==> src/rtl/dpram_1024_60bit_fifo_ctrl_if.sv <==
// Bundle of the signals between the FIFO controller, its producer/consumer
// and the external 1024x60 dual-port RAM macro.
//   slave  : the controller's view (takes in_*, out_ready, ram_out_b;
//            drives in_ready, out_*, count and the RAM port A/B controls)
//   master : the surrounding environment's view (the opposite directions)
// Signals:
//   in_valid/in_ready/in_data     producer handshake, push = in_valid & in_ready
//   out_valid/out_ready/out_data  consumer handshake, pop = out_valid & out_ready
//   count                         words held in total, 0..NUM_WORDS
//   ram_address_a/wren_a/data_a   RAM port A (write side)
//   ram_address_b/wren_b/data_b   RAM port B (read side, never written)
//   ram_out_b                     RAM port B registered read data
interface dpram_1024_60bit_fifo_ctrl_if #(
  parameter int AWIDTH = 10,
  parameter int DWIDTH = 60
);
  logic              in_valid;
  logic              in_ready;
  logic [DWIDTH-1:0] in_data;
  logic              out_valid;
  logic              out_ready;
  logic [DWIDTH-1:0] out_data;
  logic [AWIDTH:0]   count;
  logic [AWIDTH-1:0] ram_address_a;
  logic              ram_wren_a;
  logic [DWIDTH-1:0] ram_data_a;
  logic [AWIDTH-1:0] ram_address_b;
  logic              ram_wren_b;
  logic [DWIDTH-1:0] ram_data_b;
  logic [DWIDTH-1:0] ram_out_b;

  modport slave (
    input  in_valid, in_data, out_ready, ram_out_b,
    output in_ready, out_valid, out_data, count,
           ram_address_a, ram_wren_a, ram_data_a,
           ram_address_b, ram_wren_b, ram_data_b
  );

  modport master (
    output in_valid, in_data, out_ready, ram_out_b,
    input  in_ready, out_valid, out_data, count,
           ram_address_a, ram_wren_a, ram_data_a,
           ram_address_b, ram_wren_b, ram_data_b
  );
endinterface

==> src/rtl/dpram_1024_60bit_fifo_ctrl.sv <==
// Streaming FIFO controller for an external 1024x60 dual-port RAM.
// Port A of the RAM takes every accepted producer word at the write pointer.
// Port B reads ahead (1-clock latency) into a 2-entry in-order output buffer
// whose head drives the consumer side, so out_data is always a register.
// Ports:
//   clk    single clock, everything on posedge
//   reset  asynchronous, active-high; clears pointers, counters and buffer
//          (RAM contents are left alone, any in-flight read is dropped)
//   bus    controller side (slave modport) of dpram_1024_60bit_fifo_ctrl_if
// NUM_WORDS must equal 2**AWIDTH so the pointers wrap naturally.
module dpram_1024_60bit_fifo_ctrl #(
  parameter int AWIDTH    = 10,
  parameter int NUM_WORDS = 1024,
  parameter int DWIDTH    = 60
) (
  input  logic clk,
  input  logic reset,
  dpram_1024_60bit_fifo_ctrl_if.slave bus
);

  localparam logic [AWIDTH:0] FULL_COUNT = (AWIDTH+1)'(NUM_WORDS);

  logic [AWIDTH-1:0] wr_ptr;
  logic [AWIDTH-1:0] rd_ptr;
  logic [AWIDTH:0]   ram_cnt;
  logic              inflight;
  logic [1:0]        buf_occ;
  logic [DWIDTH-1:0] buf_head;
  logic [DWIDTH-1:0] buf_tail;
  logic [AWIDTH:0]   count_q;

  logic              in_ready;
  logic              out_valid;
  logic              push;
  logic              pop;
  logic              rd_en;
  logic [2:0]        occ_after;

  // Handshake decode. in_ready looks only at the registered count so the
  // producer side never depends combinationally on the consumer.
  always_comb begin
    in_ready  = !reset && (count_q < FULL_COUNT);
    out_valid = (buf_occ != 2'd0);
    push      = bus.in_valid && in_ready;
    pop       = out_valid && bus.out_ready;
    // Buffer slots that will be taken once the word already in flight lands
    // and this cycle's pop has left; a new read may only be issued if that
    // still leaves room for its own word.
    occ_after = {1'b0, buf_occ} + {2'b00, inflight} - {2'b00, pop};
    rd_en     = (ram_cnt != '0) && (occ_after < 3'd2);
  end

  // RAM and consumer-facing outputs. Port B is read-only; its address always
  // shows the read pointer and the data is kept only when a read was issued.
  always_comb begin
    bus.in_ready      = in_ready;
    bus.out_valid     = out_valid;
    bus.out_data      = buf_head;
    bus.count         = count_q;
    bus.ram_address_a = wr_ptr;
    bus.ram_wren_a    = push;
    bus.ram_data_a    = bus.in_data;
    bus.ram_address_b = rd_ptr;
    bus.ram_wren_b    = 1'b0;
    bus.ram_data_b    = '0;
  end

  // Pointer and occupancy bookkeeping. ram_cnt only counts words that have
  // been written but not yet read, so a word written this edge cannot be read
  // until the next cycle and the two ports never race on one address.
  always_ff @(posedge clk or posedge reset) begin
    if (reset) begin
      wr_ptr   <= '0;
      rd_ptr   <= '0;
      ram_cnt  <= '0;
      inflight <= 1'b0;
      count_q  <= '0;
    end else begin
      if (push) begin
        wr_ptr <= wr_ptr + 1'b1;
      end
      if (rd_en) begin
        rd_ptr <= rd_ptr + 1'b1;
      end
      inflight <= rd_en;
      case ({push, rd_en})
        2'b10:   ram_cnt <= ram_cnt + 1'b1;
        2'b01:   ram_cnt <= ram_cnt - 1'b1;
        default: ram_cnt <= ram_cnt;
      endcase
      case ({push, pop})
        2'b10:   count_q <= count_q + 1'b1;
        2'b01:   count_q <= count_q - 1'b1;
        default: count_q <= count_q;
      endcase
    end
  end

  // Two-entry output buffer, head first. A read that was in flight lands at
  // the first free slot after any pop, so order is kept when a pop and an
  // append hit the same edge. The read-issue rule keeps occupancy at two or
  // below, so an append never finds the buffer full.
  always_ff @(posedge clk or posedge reset) begin
    if (reset) begin
      buf_occ  <= 2'd0;
      buf_head <= '0;
      buf_tail <= '0;
    end else begin
      if (inflight && pop) begin
        if (buf_occ == 2'd2) begin
          buf_head <= buf_tail;
          buf_tail <= bus.ram_out_b;
        end else begin
          buf_head <= bus.ram_out_b;
        end
      end else if (inflight) begin
        if (buf_occ == 2'd0) begin
          buf_head <= bus.ram_out_b;
        end else begin
          buf_tail <= bus.ram_out_b;
        end
        buf_occ <= buf_occ + 2'd1;
      end else if (pop) begin
        buf_head <= buf_tail;
        buf_occ  <= buf_occ - 2'd1;
      end
    end
  end

endmodule

==> src/flat_wrapper.sv <==
// flat-port wrapper written by rule: the top's interface ports become plain ports
module dpram_1024_60bit_fifo_ctrl_flat 
#(
  parameter int AWIDTH    = 10,
  parameter int NUM_WORDS = 1024,
  parameter int DWIDTH    = 60
)
  (clk, reset, bus_in_valid, bus_in_data, bus_out_ready, bus_ram_out_b, bus_in_ready, bus_out_valid, bus_out_data, bus_count, bus_ram_address_a, bus_ram_wren_a, bus_ram_data_a, bus_ram_address_b, bus_ram_wren_b, bus_ram_data_b);
  dpram_1024_60bit_fifo_ctrl_if #(.AWIDTH(AWIDTH), .DWIDTH(DWIDTH)) bus_i ();
  input  logic clk;
  input  logic reset;
  input wire logic [$bits(bus_i.in_valid)-1:0] bus_in_valid;
  input wire logic [$bits(bus_i.in_data)-1:0] bus_in_data;
  input wire logic [$bits(bus_i.out_ready)-1:0] bus_out_ready;
  input wire logic [$bits(bus_i.ram_out_b)-1:0] bus_ram_out_b;
  output wire logic [$bits(bus_i.in_ready)-1:0] bus_in_ready;
  output wire logic [$bits(bus_i.out_valid)-1:0] bus_out_valid;
  output wire logic [$bits(bus_i.out_data)-1:0] bus_out_data;
  output wire logic [$bits(bus_i.count)-1:0] bus_count;
  output wire logic [$bits(bus_i.ram_address_a)-1:0] bus_ram_address_a;
  output wire logic [$bits(bus_i.ram_wren_a)-1:0] bus_ram_wren_a;
  output wire logic [$bits(bus_i.ram_data_a)-1:0] bus_ram_data_a;
  output wire logic [$bits(bus_i.ram_address_b)-1:0] bus_ram_address_b;
  output wire logic [$bits(bus_i.ram_wren_b)-1:0] bus_ram_wren_b;
  output wire logic [$bits(bus_i.ram_data_b)-1:0] bus_ram_data_b;
  assign bus_i.in_valid = bus_in_valid;
  assign bus_i.in_data = bus_in_data;
  assign bus_i.out_ready = bus_out_ready;
  assign bus_i.ram_out_b = bus_ram_out_b;
  assign bus_in_ready = bus_i.in_ready;
  assign bus_out_valid = bus_i.out_valid;
  assign bus_out_data = bus_i.out_data;
  assign bus_count = bus_i.count;
  assign bus_ram_address_a = bus_i.ram_address_a;
  assign bus_ram_wren_a = bus_i.ram_wren_a;
  assign bus_ram_data_a = bus_i.ram_data_a;
  assign bus_ram_address_b = bus_i.ram_address_b;
  assign bus_ram_wren_b = bus_i.ram_wren_b;
  assign bus_ram_data_b = bus_i.ram_data_b;
  dpram_1024_60bit_fifo_ctrl #(.AWIDTH(AWIDTH), .NUM_WORDS(NUM_WORDS), .DWIDTH(DWIDTH)) u_core (.clk(clk), .reset(reset), .bus(bus_i));
endmodule
==> config.mk <==
export PLATFORM = sky130hd
export DESIGN_NAME = dpram_1024_60bit_fifo_ctrl_flat
export DESIGN_NICKNAME = d
export VERILOG_FILES = /design/src/rtl/dpram_1024_60bit_fifo_ctrl_if.sv /design/src/rtl/dpram_1024_60bit_fifo_ctrl.sv /design/src/flat_wrapper.sv
export SDC_FILE = /design/constraint.sdc
export NUM_CORES = 1
export LEC_CHECK = 0
export BUFFER_PORTS_ARGS = -buffer_cell sky130_fd_sc_hd__buf_4
export CAP_MARGIN = 40
export CORE_ASPECT_RATIO = 0.6
export CORE_UTILIZATION = 50
export DETAILED_ROUTE_END_ITERATION = 12
export GPL_ROUTABILITY_DRIVEN = 1
export MAX_ROUTING_LAYER = met4
export PLACE_DENSITY = 0.81
export SKIP_LAST_GASP = 1
export SYNTH_ARGS = -nofsm -noshare
export SYNTH_HDL_FRONTEND = slang
export SYNTH_SLANG_ARGS = --single-unit
==> constraint.sdc <==
create_clock -name clk -period 6.7 [get_ports clk]
set_input_delay 0.335 -clock clk [delete_from_list [all_inputs] [get_ports clk]]
set_output_delay 0.335 -clock clk [all_outputs]
set_load 0.01 [all_outputs]
==> results of run 1 <==
-- power breakdown --
group	switching (mW)	leakage [nW]	internal [mW]
registers	0.351	1.98	1.50
logic	1.67	2.52	1.46
clock network	0.460	0.281	0.499
total	2.48	4.79	3.46
-- Yosys cell counts, drive strengths merged (9+ instances only) --
cell    number
xor2        11
mux2i       46
a21oi       43
mux2        75
xnor2       18
inv         16
dfrtp      165
o22ai       42
clkbuf      12
nor3         9
nand4       10
nand2       74
buf        147
nor2        28
ha          22
o21ai       58
-- routing by layer --
| metal | track usage | vias up |
|---|---|---|
| li1 | - | 2990 |
| met4 | 0.0503 | 0 |
| met3 | 0.0624 | 11 |
| met2 | 0.308 | 242 |
| met5 | - | - |
| met1 | 0.328 | 3064 |
-- cell type report --
| cell class | count | area (sq um) |
|---|---|---|
| flip-flops and latches | 165 | 4130 |
| multi-input cells | 568 | 3930 |
| fillers | 1453 | 7050 |
| repair buffers | 165 | 1270 |
| inverters | 16 | 65.1 |
| clock buffers | 17 | 425 |
| well taps | 234 | 293 |
| clock inverters | 15 | 155 |
-- registers in the layout (all words and copies together) (netlist names) --
name / count
u_core.buf_tail: 60
u_core.bus.out_data: 60
u_core.bus.count: 11
u_core.ram_cnt: 11
u_core.bus.ram_address_a: 10
u_core.bus.ram_address_b: 10
u_core.buf_occ: 2
u_core.inflight: 1
-- how the worst max path moves through the flow --
stage | start | end | slack, ns | depth (start not counted)
floorplan | reset | u_core.buf_occ[0] | 1.90 | 1
CTS | u_core.inflight | u_core.ram_cnt[10] | 2.19 | 17
global route | u_core.inflight | u_core.ram_cnt[10] | 1.86 | 17
finish | u_core.inflight | u_core.ram_cnt[10] | 2.16 | 17
global placement | u_core.inflight | u_core.ram_cnt[10] | 2.40 | 17
detailed placement | u_core.inflight | u_core.ram_cnt[10] | 2.20 | 17
-- worst max-delay path: stages (launching register included) --
cell,delay [ns]
dfrtp_1,0.32
buf_4,0.30
inv_1,0.20
nor2_1,0.18
nand2b_1,0.15
nand2_1,0.07
fa_1,0.40
xnor2_1,0.19
nand2_1,0.08
nor2_1,0.33
ha_1,0.53
inv_1,0.15
fa_1,0.43
nor2b_1,0.18
o31a_1,0.24
o31a_1,0.24
mux2_4,0.32
nor3_2,0.14
-- cell families (layout without fill, tap and decap cells) --
family / Yosys count / count (layout)
multiplexers: 121 / 121
adder cells (fa/ha/maj): 25 / 25
AO/OA/AOI/OAI: 187 / 187
flip-flops: 165 / 165
XOR/XNOR: 29 / 29
buffers and inverters: 175 / 213
other: 1 / 61
AND/OR/NAND/NOR: 145 / 145
-- metrics by stage --
step / power, mW / util
floorplan: 4.10 / -
global placement: 4.84 / 0.556
detailed placement: 5.00 / 0.559
CTS: 5.97 / 0.593
global route: 6.42 / 0.593
finish: 5.95 / 0.593
==> impl_metrics.yaml, run 1 <==
timing:
  holdWs_ns: 0.0682
  report.final.slew_viol_count: 0
  hold_viol: 0
  max_freq_mhz: 220
  finalWorstSetupSlack_ns: 2.16
  rsz0062_at_grt: "no"
  fin_skew_ns: 0.0173
  tns_ns: 0
  relSlewSlack: 0.446
  setup-violations-final: 0
  period_needed_ns: 4.54
  period_share: 0.678
  tightest_slew_ns: 0.831
synth:
  synth_ff_type: "dfrtp_1"
  synthXorXnorAreaFrac: 0.0284
  synth_top_area_share: 0.461
  synth_area_leaders: "dfrtp_1 (46%), buf_4 (10%), mux2_2 (6.9%)"
  ys_ff_latch: 165
  seq_area_frac_synth: 0.461
  yosys.area_share.simple: 0.0723
  synth_compound_area_frac: 0.126
  synth_cell_types: 52
  postSynthAreaPerCell_sq_um: 10.6
  synth_top_family_by_area: "multiplexers"
  synth.largest_area_cell: "dfrtp_1"
  syn-instance-count: 848
  synth-async-reset-ratio: 1.00
  synth_fa_ha_area_frac: 0.0375
  muxShareOfSynthArea: 0.146
  netlist_area_sq_um: 8950
  ys_warn_count: 0
  synth-edff-count: 0
min_path:
  hold_path_class: "in2async"
run:
  drv_cap: 0
clock_tree:
  post_cts_buffers: 0
  cts_tree: "done"
  cts_made_buffers: 17
  clock-sinks: 165
  cts_hold_buf: 0
  ctsResizeCount: 0
  ctsLongestPathBuffers: 2
  clk_pin_slew_worst_paths_ns: 0.07
  cts_max_level: 4
  insertion_delay_ns: 0.43
  cts_root_buf: "clkbuf_16"
floorplan:
  coreArea_sq_um: 17300
  die_x_microns: 175
  dieArea_sq_um: 18500
  pin_count: 339
  start_util: 0.517
  die_h_microns: 106
  rows: 37
detailed_routing:
  postRouteAntennaNets: 0
  met2WireLength_microns: 8350
  wl_met3_microns: 1380
  wl_met1_microns: 9490
  totalWireLength_microns: 19400
  first_iter_violations: 488
  route.detailed.drc: 0
  dr.pass1.iters: 5
  routed_via_density: 5.34
  avgRoutedWirePerCell_microns: 16.4
  top_layer_used: "met4"
  via_count: 6307
setup_path:
  r2r_cells: 17
  r2r-start: "u_core.inflight"
  worstSetupStartpointType: "flip-flop"
  critPathCaptureType: "flip-flop"
  crit_type: "reg2reg"
  rrSetupSlack_ns: 2.16
  required_ns: 7.04
  worstPathArrival_ns: 4.88
  crit_fanout: 22
  rr_endpoint: "u_core.ram_cnt[10]"
layout:
  mostFrequentLayoutCell: "dfrtp_1"
  fin_area_sq_um: 10300
  stdcell_count: 1180
  antenna_cells: 0
  nets: 1082
  final_cell_mix: "dfrtp_1 (165), buf_4 (162), nand2_1 (73)"
  area_delta_synth_final_pct: 14.7
  layout-drive-gt1-share: 0.277
placed_design:
  post-place-ws_ns: 2.20
  gp_congestion: 0.891
  port-buffer-count: 157
  dp_cells: 1148
  place_hpwl_microns: 13700
  place_area_sq_um: 9690
run_status:
  status: "finished clean"
global_route:
  grt_use_total: 0.225
  grt_pass1_wl_microns: 31900
  overflow: 0
  antenna_found_initial: 0
  grt_start_max_net_pins: 84
  grt_pass1_vias: 6050
pwr:
  power.leakage_nw: 4.79
  power_density_nw_per_um2: 579
  ir_worst_vdd_v: 0.000360
(Power assumes the default switching activity.)
==> run 2: changes to the inputs <==
Settings changed: CORE_UTILIZATION 50 to 45, PLACE_DENSITY 0.81 to 0.77.
Clock period 6.7 ns to 4.1 ns, I/O delays scaled along.
==> impl_metrics.yaml, run 2 (synthesized netlist as in run 1, its figures left out) <==
run_status:
  status: "finished clean"
timing:
  setup-violations-final: 0
  period_needed_ns: 3.70
  relSlewSlack: 0.518
  rsz0062_at_grt: "no"
  tns_ns: 0
  holdWs_ns: 0.0220
  max_freq_mhz: 270
  period_share: 0.903
  hold_viol: 0
  tightest_slew_ns: 0.720
  fin_skew_ns: 0.0101
  report.final.slew_viol_count: 0
clock_tree:
  cts_tree: "done"
  cts_max_level: 4
  insertion_delay_ns: 0.42
  post_cts_buffers: 0
  ctsLongestPathBuffers: 2
  cts_root_buf: "clkbuf_16"
  clock-sinks: 165
  cts_made_buffers: 17
  clk_pin_slew_worst_paths_ns: 0.07
pwr:
  power.leakage_nw: 4.88
  ir_worst_vdd_v: 0.000451
  power_density_nw_per_um2: 952
floorplan:
  dieArea_sq_um: 20500
  die_h_microns: 111
  start_util: 0.466
  rows: 39
  pin_count: 339
  coreArea_sq_um: 19200
  die_x_microns: 184
detailed_routing:
  totalWireLength_microns: 20300
  route.detailed.drc: 0
  routed_via_density: 5.22
  dr.pass1.iters: 5
  first_iter_violations: 506
  avgRoutedWirePerCell_microns: 16.6
  via_count: 6410
  postRouteAntennaNets: 0
run:
  drv_cap: 0
global_route:
  antenna_found_initial: 0
  grt_pass1_wl_microns: 32800
  grt_use_total: 0.211
  overflow: 0
  grt_start_max_net_pins: 105
  grt_pass1_vias: 6138
placed_design:
  gp_congestion: 0.870
  place_area_sq_um: 9800
  place_hpwl_microns: 14200
  port-buffer-count: 157
  dp_cells: 1188
layout:
  fin_area_sq_um: 10500
  final_cell_mix: "buf_4 (169), dfrtp_1 (165), nand2_1 (73)"
  layout-drive-gt1-share: 0.280
  area_delta_synth_final_pct: 17.4
  nets: 1100
  stdcell_count: 1229
  fillers: 1670
  mostFrequentLayoutCell: "buf_4"
  antenna_cells: 0
setup_path:
  worstSetupStartpointType: "flip-flop"
  critPathCaptureType: "flip-flop"
  worstPathArrival_ns: 4.05
  crit_fanout: 7
  crit_type: "reg2reg"
  required_ns: 4.44
  r2r_cells: 16
min_path:
  hold_path_depth: 2
  hold_path_class: "in2reg"
==> run 2: changes by cell type in the layout (fill, tap and decap cells not counted), sizes merged <==
cell and delta:
buf +8, dlygate4sd3 +10, inv -6, bufinv +3
clkinvlp +2
==> run 2: path summary, 6_finish.rpt <==
check                      slack [ns]                          end                        start
setup / recovery                 0.40           u_core.ram_cnt[10]              u_core.inflight
hold / removal                   0.02          u_core.buf_tail[42]            bus_ram_out_b[42]
setup reg to reg                 0.40           u_core.ram_cnt[10]              u_core.inflight
hold reg to reg                  0.47  u_core.bus.ram_address_a[9]  u_core.bus.ram_address_a[9]
max in group asynchronous        2.89      u_core.bus.out_data[17]                        reset
min in group asynchronous        0.30          u_core.bus.count[4]                        reset
==> run 2: layout make-up <==
class / instances / area, sq um / area share
Multi-Input combinational cell: 568 / 3930 / 0.374
Tap cell: 266 / 333 / 0.0317
Clock inverter: 14 / 178 / 0.0169
Clock buffer: 17 / 425 / 0.0405
Timing Repair Buffer: 183 / 1450 / 0.138
Sequential cell: 165 / 4130 / 0.393
Inverter: 16 / 63.8 / 0.00607
==> run 2: metrics by stage <==
stage               utilization  worst slack, ns  total power [mW]
CTS                       0.546            0.346              10.0
global route              0.547           0.0929              10.8
floorplan                     -            0.418              6.70
detailed placement        0.510            0.343              8.33
finish                    0.547            0.398              10.0
global placement          0.508            0.494              8.08
==> run 2: power by group <==
group          internal, mW  switching, mW
sequential             2.46          0.551
combinational          2.51           2.84
clock                 0.964          0.686
==> run 2: worst max-delay path, stage by stage (launching register included) <==
cell and delay (ns):
dfrtp_1 0.35, inv_1 0.11, nor2_1 0.17, nand2b_1 0.16, nand2_1 0.07, fa_1 0.38
xnor2_1 0.20, nand2_1 0.08, nor2_1 0.15, ha_2 0.29, inv_1 0.11, fa_1 0.42
nor2b_1 0.19, o31a_1 0.22, o31a_1 0.24, mux2_4 0.32, nor3_2 0.16
==> run 2: what timing repair did <==
action,CTS,global route
setup endpoints to repair,0,1
hold endpoints to repair,19,0
gates resized for setup,0,1
hold buffers,10,0
==> run 2: routing by layer <==
layer | vias up | track usage | wire, microns
li1 | 3040 | - | -
met1 | 3131 | 0.300 | 10200
met2 | 227 | 0.294 | 8700
met3 | 12 | 0.0664 | 1350
met4 | 0 | 0.0444 | 138
met5 | - | - | 0
